`config.mk`:
```
export PLATFORM = sky130hd
export DESIGN_NAME = d2f_arbiter
export DESIGN_NICKNAME = d
export VERILOG_FILES = /design/src/rtl/d2f_pkg.sv /design/src/rtl/rr_arb2.sv /design/src/rtl/d2f_arbiter.sv
export SDC_FILE = /design/constraint.sdc
export NUM_CORES = 1
export LEC_CHECK = 0
export CORE_MARGIN = 3
export CORE_UTILIZATION = 42
export DETAILED_ROUTE_END_ITERATION = 10
export PLACE_DENSITY = 0.92
export SKIP_CTS_REPAIR_TIMING = 1
export SLEW_MARGIN = 5
export SYNTH_ARGS = -nofsm -noshare
export SYNTH_HDL_FRONTEND = slang
export SYNTH_HIERARCHICAL = 1
export SYNTH_SLANG_ARGS = --single-unit
```
`constraint.sdc`:
```
create_clock -name clk -period 7.55 [get_ports clk]
set_clock_uncertainty 0.2 [all_clocks]
set_input_delay 1.1325 -clock clk [delete_from_list [all_inputs] [get_ports clk]]
set_output_delay 1.1325 -clock clk [all_outputs]
set_load 0.01 [all_outputs]
```
`src/rtl/d2f_pkg.sv`:
```
// Shared encodings and constants for the double-to-float conversion arbiter.
package d2f_pkg;

  typedef enum logic [1:0] {
    ST_IDLE = 2'b00,
    ST_WAIT = 2'b01,
    ST_RESP = 2'b10
  } state_e;

  localparam int unsigned FLAG_TIMEOUT   = 3;
  localparam int unsigned FLAG_NAN       = 2;
  localparam int unsigned FLAG_OVERFLOW  = 1;
  localparam int unsigned FLAG_UNDERFLOW = 0;

  localparam logic [31:0] QNAN = 32'h7FC0_0000;

  localparam int unsigned DEFAULT_TIMEOUT = 15;

endpackage

```
`src/rtl/rr_arb2.sv`:
```
// Two-way round-robin grant; the pointer moves to the losing side after each grant.
module rr_arb2 (
  input  logic       clk,
  input  logic       reset,
  input  logic       en,
  input  logic [1:0] req,
  output logic [1:0] gnt
);

  logic ptr_q, ptr_d;

  always_comb begin
    gnt   = '0;
    ptr_d = ptr_q;
    if (en) begin
      if (req == 2'b11) gnt = ptr_q ? 2'b10 : 2'b01;
      else              gnt = req;
      if (gnt[0])      ptr_d = 1'b1;
      else if (gnt[1]) ptr_d = 1'b0;
    end
  end

  always_ff @(posedge clk) begin
    if (reset) ptr_q <= 1'b0;
    else       ptr_q <= ptr_d;
  end

endmodule

```
`src/rtl/d2f_arbiter.sv`:
```
// Shares one external double-to-float converter between two requesters,
// restarting it per conversion and abandoning it after TIMEOUT wait cycles.
module d2f_arbiter
  import d2f_pkg::*;
#(
  parameter int unsigned TIMEOUT = DEFAULT_TIMEOUT
) (
  input  logic        clk,
  input  logic        reset,
  input  logic        req0_valid,
  output logic        req0_ready,
  input  logic [63:0] req0_double,
  input  logic [1:0]  req0_rounding,
  input  logic        req1_valid,
  output logic        req1_ready,
  input  logic [63:0] req1_double,
  input  logic [1:0]  req1_rounding,
  output logic        rsp_valid,
  input  logic        rsp_ready,
  output logic        rsp_id,
  output logic [31:0] rsp_float,
  output logic [3:0]  rsp_flags,
  output logic        cvt_reset_n,
  output logic [63:0] cvt_double,
  output logic [1:0]  cvt_rounding,
  input  logic        cvt_done,
  input  logic [31:0] cvt_float,
  input  logic        cvt_nan,
  input  logic        cvt_overflow,
  input  logic        cvt_underflow
);

  localparam logic [4:0] TO_CNT = 5'(TIMEOUT);

  state_e      state_q, state_d;
  logic [4:0]  cnt_q, cnt_d;
  logic [63:0] op_q, op_d;
  logic [1:0]  rnd_q, rnd_d;
  logic        rsp_id_q, rsp_id_d;
  logic [31:0] rsp_float_q, rsp_float_d;
  logic [3:0]  rsp_flags_q, rsp_flags_d;
  logic [1:0]  gnt;
  logic [3:0]  done_flags;

  rr_arb2 u_rr (
    .clk   (clk),
    .reset (reset),
    .en    ((state_q == ST_IDLE) && !reset),
    .req   ({req1_valid, req0_valid}),
    .gnt   (gnt)
  );

  assign req0_ready   = gnt[0];
  assign req1_ready   = gnt[1];
  assign rsp_valid    = (state_q == ST_RESP);
  assign rsp_id       = rsp_id_q;
  assign rsp_float    = rsp_float_q;
  assign rsp_flags    = rsp_flags_q;
  assign cvt_reset_n  = (state_q == ST_WAIT);
  assign cvt_double   = op_q;
  assign cvt_rounding = rnd_q;

  always_comb begin
    done_flags                 = '0;
    done_flags[FLAG_NAN]       = cvt_nan;
    done_flags[FLAG_OVERFLOW]  = cvt_overflow;
    done_flags[FLAG_UNDERFLOW] = cvt_underflow;
  end

  always_comb begin
    state_d     = state_q;
    cnt_d       = cnt_q;
    op_d        = op_q;
    rnd_d       = rnd_q;
    rsp_id_d    = rsp_id_q;
    rsp_float_d = rsp_float_q;
    rsp_flags_d = rsp_flags_q;
    unique case (state_q)
      ST_IDLE: begin
        if (gnt != 2'b00) begin
          op_d     = gnt[1] ? req1_double   : req0_double;
          rnd_d    = gnt[1] ? req1_rounding : req0_rounding;
          rsp_id_d = gnt[1];
          cnt_d    = '0;
          state_d  = ST_WAIT;
        end
      end
      ST_WAIT: begin
        cnt_d = cnt_q + 5'd1;
        // A completion in the timeout cycle still wins over the abandon path.
        if (cvt_done) begin
          rsp_float_d = cvt_float;
          rsp_flags_d = done_flags;
          state_d     = ST_RESP;
        end else if (cnt_q == TO_CNT) begin
          rsp_float_d               = QNAN;
          rsp_flags_d               = '0;
          rsp_flags_d[FLAG_TIMEOUT] = 1'b1;
          state_d                   = ST_RESP;
        end
      end
      ST_RESP: begin
        if (rsp_ready) state_d = ST_IDLE;
      end
      default: state_d = ST_IDLE;
    endcase
  end

  always_ff @(posedge clk) begin
    if (reset) begin
      state_q     <= ST_IDLE;
      cnt_q       <= '0;
      op_q        <= '0;
      rnd_q       <= '0;
      rsp_id_q    <= 1'b0;
      rsp_float_q <= '0;
      rsp_flags_q <= '0;
    end else begin
      state_q     <= state_d;
      cnt_q       <= cnt_d;
      op_q        <= op_d;
      rnd_q       <= rnd_d;
      rsp_id_q    <= rsp_id_d;
      rsp_float_q <= rsp_float_d;
      rsp_flags_q <= rsp_flags_d;
    end
  end

endmodule

```
==> results.sh <==
export IMPL_start_util=0.4403
export IMPL_finalMaxSlewViolations=0
export IMPL_worst_slack_ns=2.703
export IMPL_netlist_area_leader_share=0.4327
export IMPL_grt_max_degree=72
export IMPL_cp_arrival_ns=3.51
export IMPL_ys_warnings_count=6
export IMPL_fin_nets=937
export IMPL_synthToLayoutAreaGrowth_pct=59.33
export IMPL_antenna_found_initial=0
export IMPL_clock_sinks=111
export IMPL_p_sw_uw=464.2
export IMPL_syn_nets=695
export IMPL_power_leakage_nw=2.717
export IMPL_worstSetupStartpointType="primary input"
export IMPL_syn_area_um2=5135
export IMPL_io_buffers=279
export IMPL_clkLatencyLatePin_ns=0.34
export IMPL_reg2reg_slack_ns=3.52
export IMPL_hold_path_class="reg -> reg"
export IMPL_worst_r2r_startpoint="state_q[1]"
export IMPL_die_area_um2=13590
export IMPL_swShare=0.2747
export IMPL_viasPerCell=5.496
export IMPL_netlist_top_cells_count="111 x dfxtp_1, 79 x a21oi_1, 66 x mux2i_1"
export IMPL_cap_violations=0
export IMPL_cp_endpoint="req1_ready"
export IMPL_clkPwrFrac=0.316
export IMPL_grt_pass1_wl_um=26080
export IMPL_max_slew_worst_pin_slew_ns=1.181
export IMPL_cts_made_buffers=9
export IMPL_clk_pin_slew_ns=0.07
export IMPL_vias=4990
export IMPL_drt_total_wl_um=17060
export IMPL_root_buffer="clkbuf_16"
export IMPL_cp_end_kind="output port"
export IMPL_track_usage=0.2405
export IMPL_cts_buffer_depth=2
export IMPL_period_needed_ns=4.847
export IMPL_powerDensity_nw_per_um2=206.5
export IMPL_syn_area_per_cell_um2=9.875
export IMPL_grt_pass1_vias=5192
export IMPL_first_iter_violations=211
export IMPL_p_seq_frac=0.400
export IMPL_ir_worst_vdd_v=0.0001136
export IMPL_combPwrFrac=0.283
export IMPL_placed_area_um2=7848
export IMPL_dominantRegCellSynth="dfxtp_1"
export IMPL_slew_headroom=0.2112
export IMPL_cts_tree="yes"
export IMPL_critPathRequiredTime_ns=6.22
export IMPL_die_width_um=116.6
export IMPL_status="completed"
export IMPL_total_power_mw=1.690
export IMPL_setup_violations=0
export IMPL_io_pins=280
export IMPL_route_detailed_drc=0
export IMPL_finalSetupTns_ns=0
export IMPL_drive_gt1_frac=0.1268
export IMPL_rsz0062_at_grt="no"
export IMPL_wl_per_cell_um=18.79
export IMPL_r2r_cells=8
export IMPL_coreArea_um2=11660
export IMPL_h_tree_depth=3
export IMPL_place_gp_congestion=0.7906
export IMPL_synth_seq_area_share=0.4327
export IMPL_timing_rr_end="cvt_double[39]"
export IMPL_yosys_area_top_type="dfxtp_1"
export IMPL_max_freq_ghz=0.2063
export IMPL_overflow=0
export IMPL_dp_final_hpwl_um=12590
export IMPL_crit_type="in -> out"
export IMPL_fillers=852
export IMPL_synth_edf_count=0
export IMPL_drt_pass1_iter_count=5
export IMPL_postSynthCellCount=520
export IMPL_hold_ws_ns=0.2791
export IMPL_period_share=0.6419
export IMPL_async_reset_ff_frac=0
export IMPL_pre_cts_ws_ns=2.708
export IMPL_fin_area_um2=8182
export IMPL_die_h_um=116.6
export IMPL_internal_power_mw=1.225
export IMPL_final_antenna_net_count=0
export IMPL_rows=39
export IMPL_antenna_cells=0
export IMPL_synth_cell_types=34
export IMPL_yosysMostFrequentCell="dfxtp_1"
export IMPL_critPathMaxFanout=42
export IMPL_synth_area_leaders="dfxtp_1 43%, mux2i_1 13%, a211oi_2 9.7%"
export IMPL_crit_path_start="reset"
export IMPL_hold_viol_final=0
export IMPL_synth_seq_cells=111
[area by class of cell]
type	count	area, um^2	share of cell area
clock buffer	10	239.0	0.02921
clock inverter	4	95.09	0.01162
inverter	5	18.77	0.002294
multi-input combinational	351	2600	0.3178
sequential	111	2222	0.2716
tap	143	178.9	0.02187
timing repair buffer	284	2828	0.3456
[critical path: stages]
cell and delay (ns):
buf_4 0.28, nor2_1 0.33, nand2_1 0.15, a21oi_4 0.89, clkdlybuf4s50_1 0.72
[metrics by stage]
step | std cells | utilization
CTS | 908 | 0.7015
finish | 908 | 0.7015
global placement | 894 | 0.6729
floorplan | 520 | -
global route | 908 | 0.7015
detailed placement | 894 | 0.6729
[metal layers]
layer	track usage	up-vias	wire [um]	part of all wire
li1	-	2383	-	-
met1	0.2662	2365	6532	0.38
met2	0.4397	218	8662	0.51
met3	0.07098	24	1564	0.092
met4	0.07951	0	303	0.018
met5	0	-	0	0
[power by group through the flow]
stage	Sequential (mW)	Clock [mW]	Combinational, mW
detailed placement	0.689	0	0.481
global route	0.682	0.568	0.515
floorplan	0.709	0	0.224
global placement	0.685	0	0.464
CTS	0.676	0.545	0.483
finish	0.677	0.534	0.479
[state kept, by name (all words and copies together) (netlist names)]
register,count
cnt_q,5
cvt_double,64
cvt_rounding,2
rsp_flags,4
rsp_float,32
rsp_id,1
state_q,2
u_rr/ptr_q,1
[worst min path at each step]
| stage | start | cells past startpoint | endpoint | slack, ns |
|---|---|---|---|---|
| after global routing | rsp_flags[0] | 2 | rsp_flags[0] | 0.31 |
| final | rsp_float[8] | 2 | rsp_float[8] | 0.28 |
| after CTS | rsp_float[8] | 2 | rsp_float[8] | 0.28 |
| after detailed placement | rsp_flags[1] | 2 | rsp_flags[1] | 0.27 |
| after floorplan | u_rr/ptr_q | 1 | u_rr/ptr_q | 0.27 |
| after global placement | rsp_float[13] | 2 | rsp_float[13] | 0.26 |
[cells by family (layout without fill, tap and decap cells)]
logic type	count (synthesis)	count (layout)	share of synthesized area
compound gates	212	212	0.3043
mux	66	66	0.1287
buf+inv	58	303	0.06457
flops	111	111	0.4327
fa+ha+maj	2	2	0.004873
simple gates	71	71	0.06482
[cell usage in the layout, fill, tap and decap left out, types with 2 or more instances in the layout]
master           synthesis  final
a211oi_2                40     40
nor2_1                  13     13
dfxtp_1                111    111
buf_4                    4      6
nor2_4                   1      2
bufinv_16                0      3
nand2_1                 30     30
clkbuf_16                0      9
o211ai_1                 5      5
mux2i_1                 66     66
ha_1                     2      2
nor3_1                  10     10
a31oi_1                  2      2
clkdlybuf4s50_1          0    278
a22oi_1                  2      2
inv_1                    4      4
nand2b_1                 3      3
nand3_1                  2      2
a211oi_1                26     26
a21oi_2                 30     30
a21oi_1                 79     78
o21ai_0                 27     27
nand3b_1                 3      3
No activity file was read; power rests on OpenSTA's default activity.
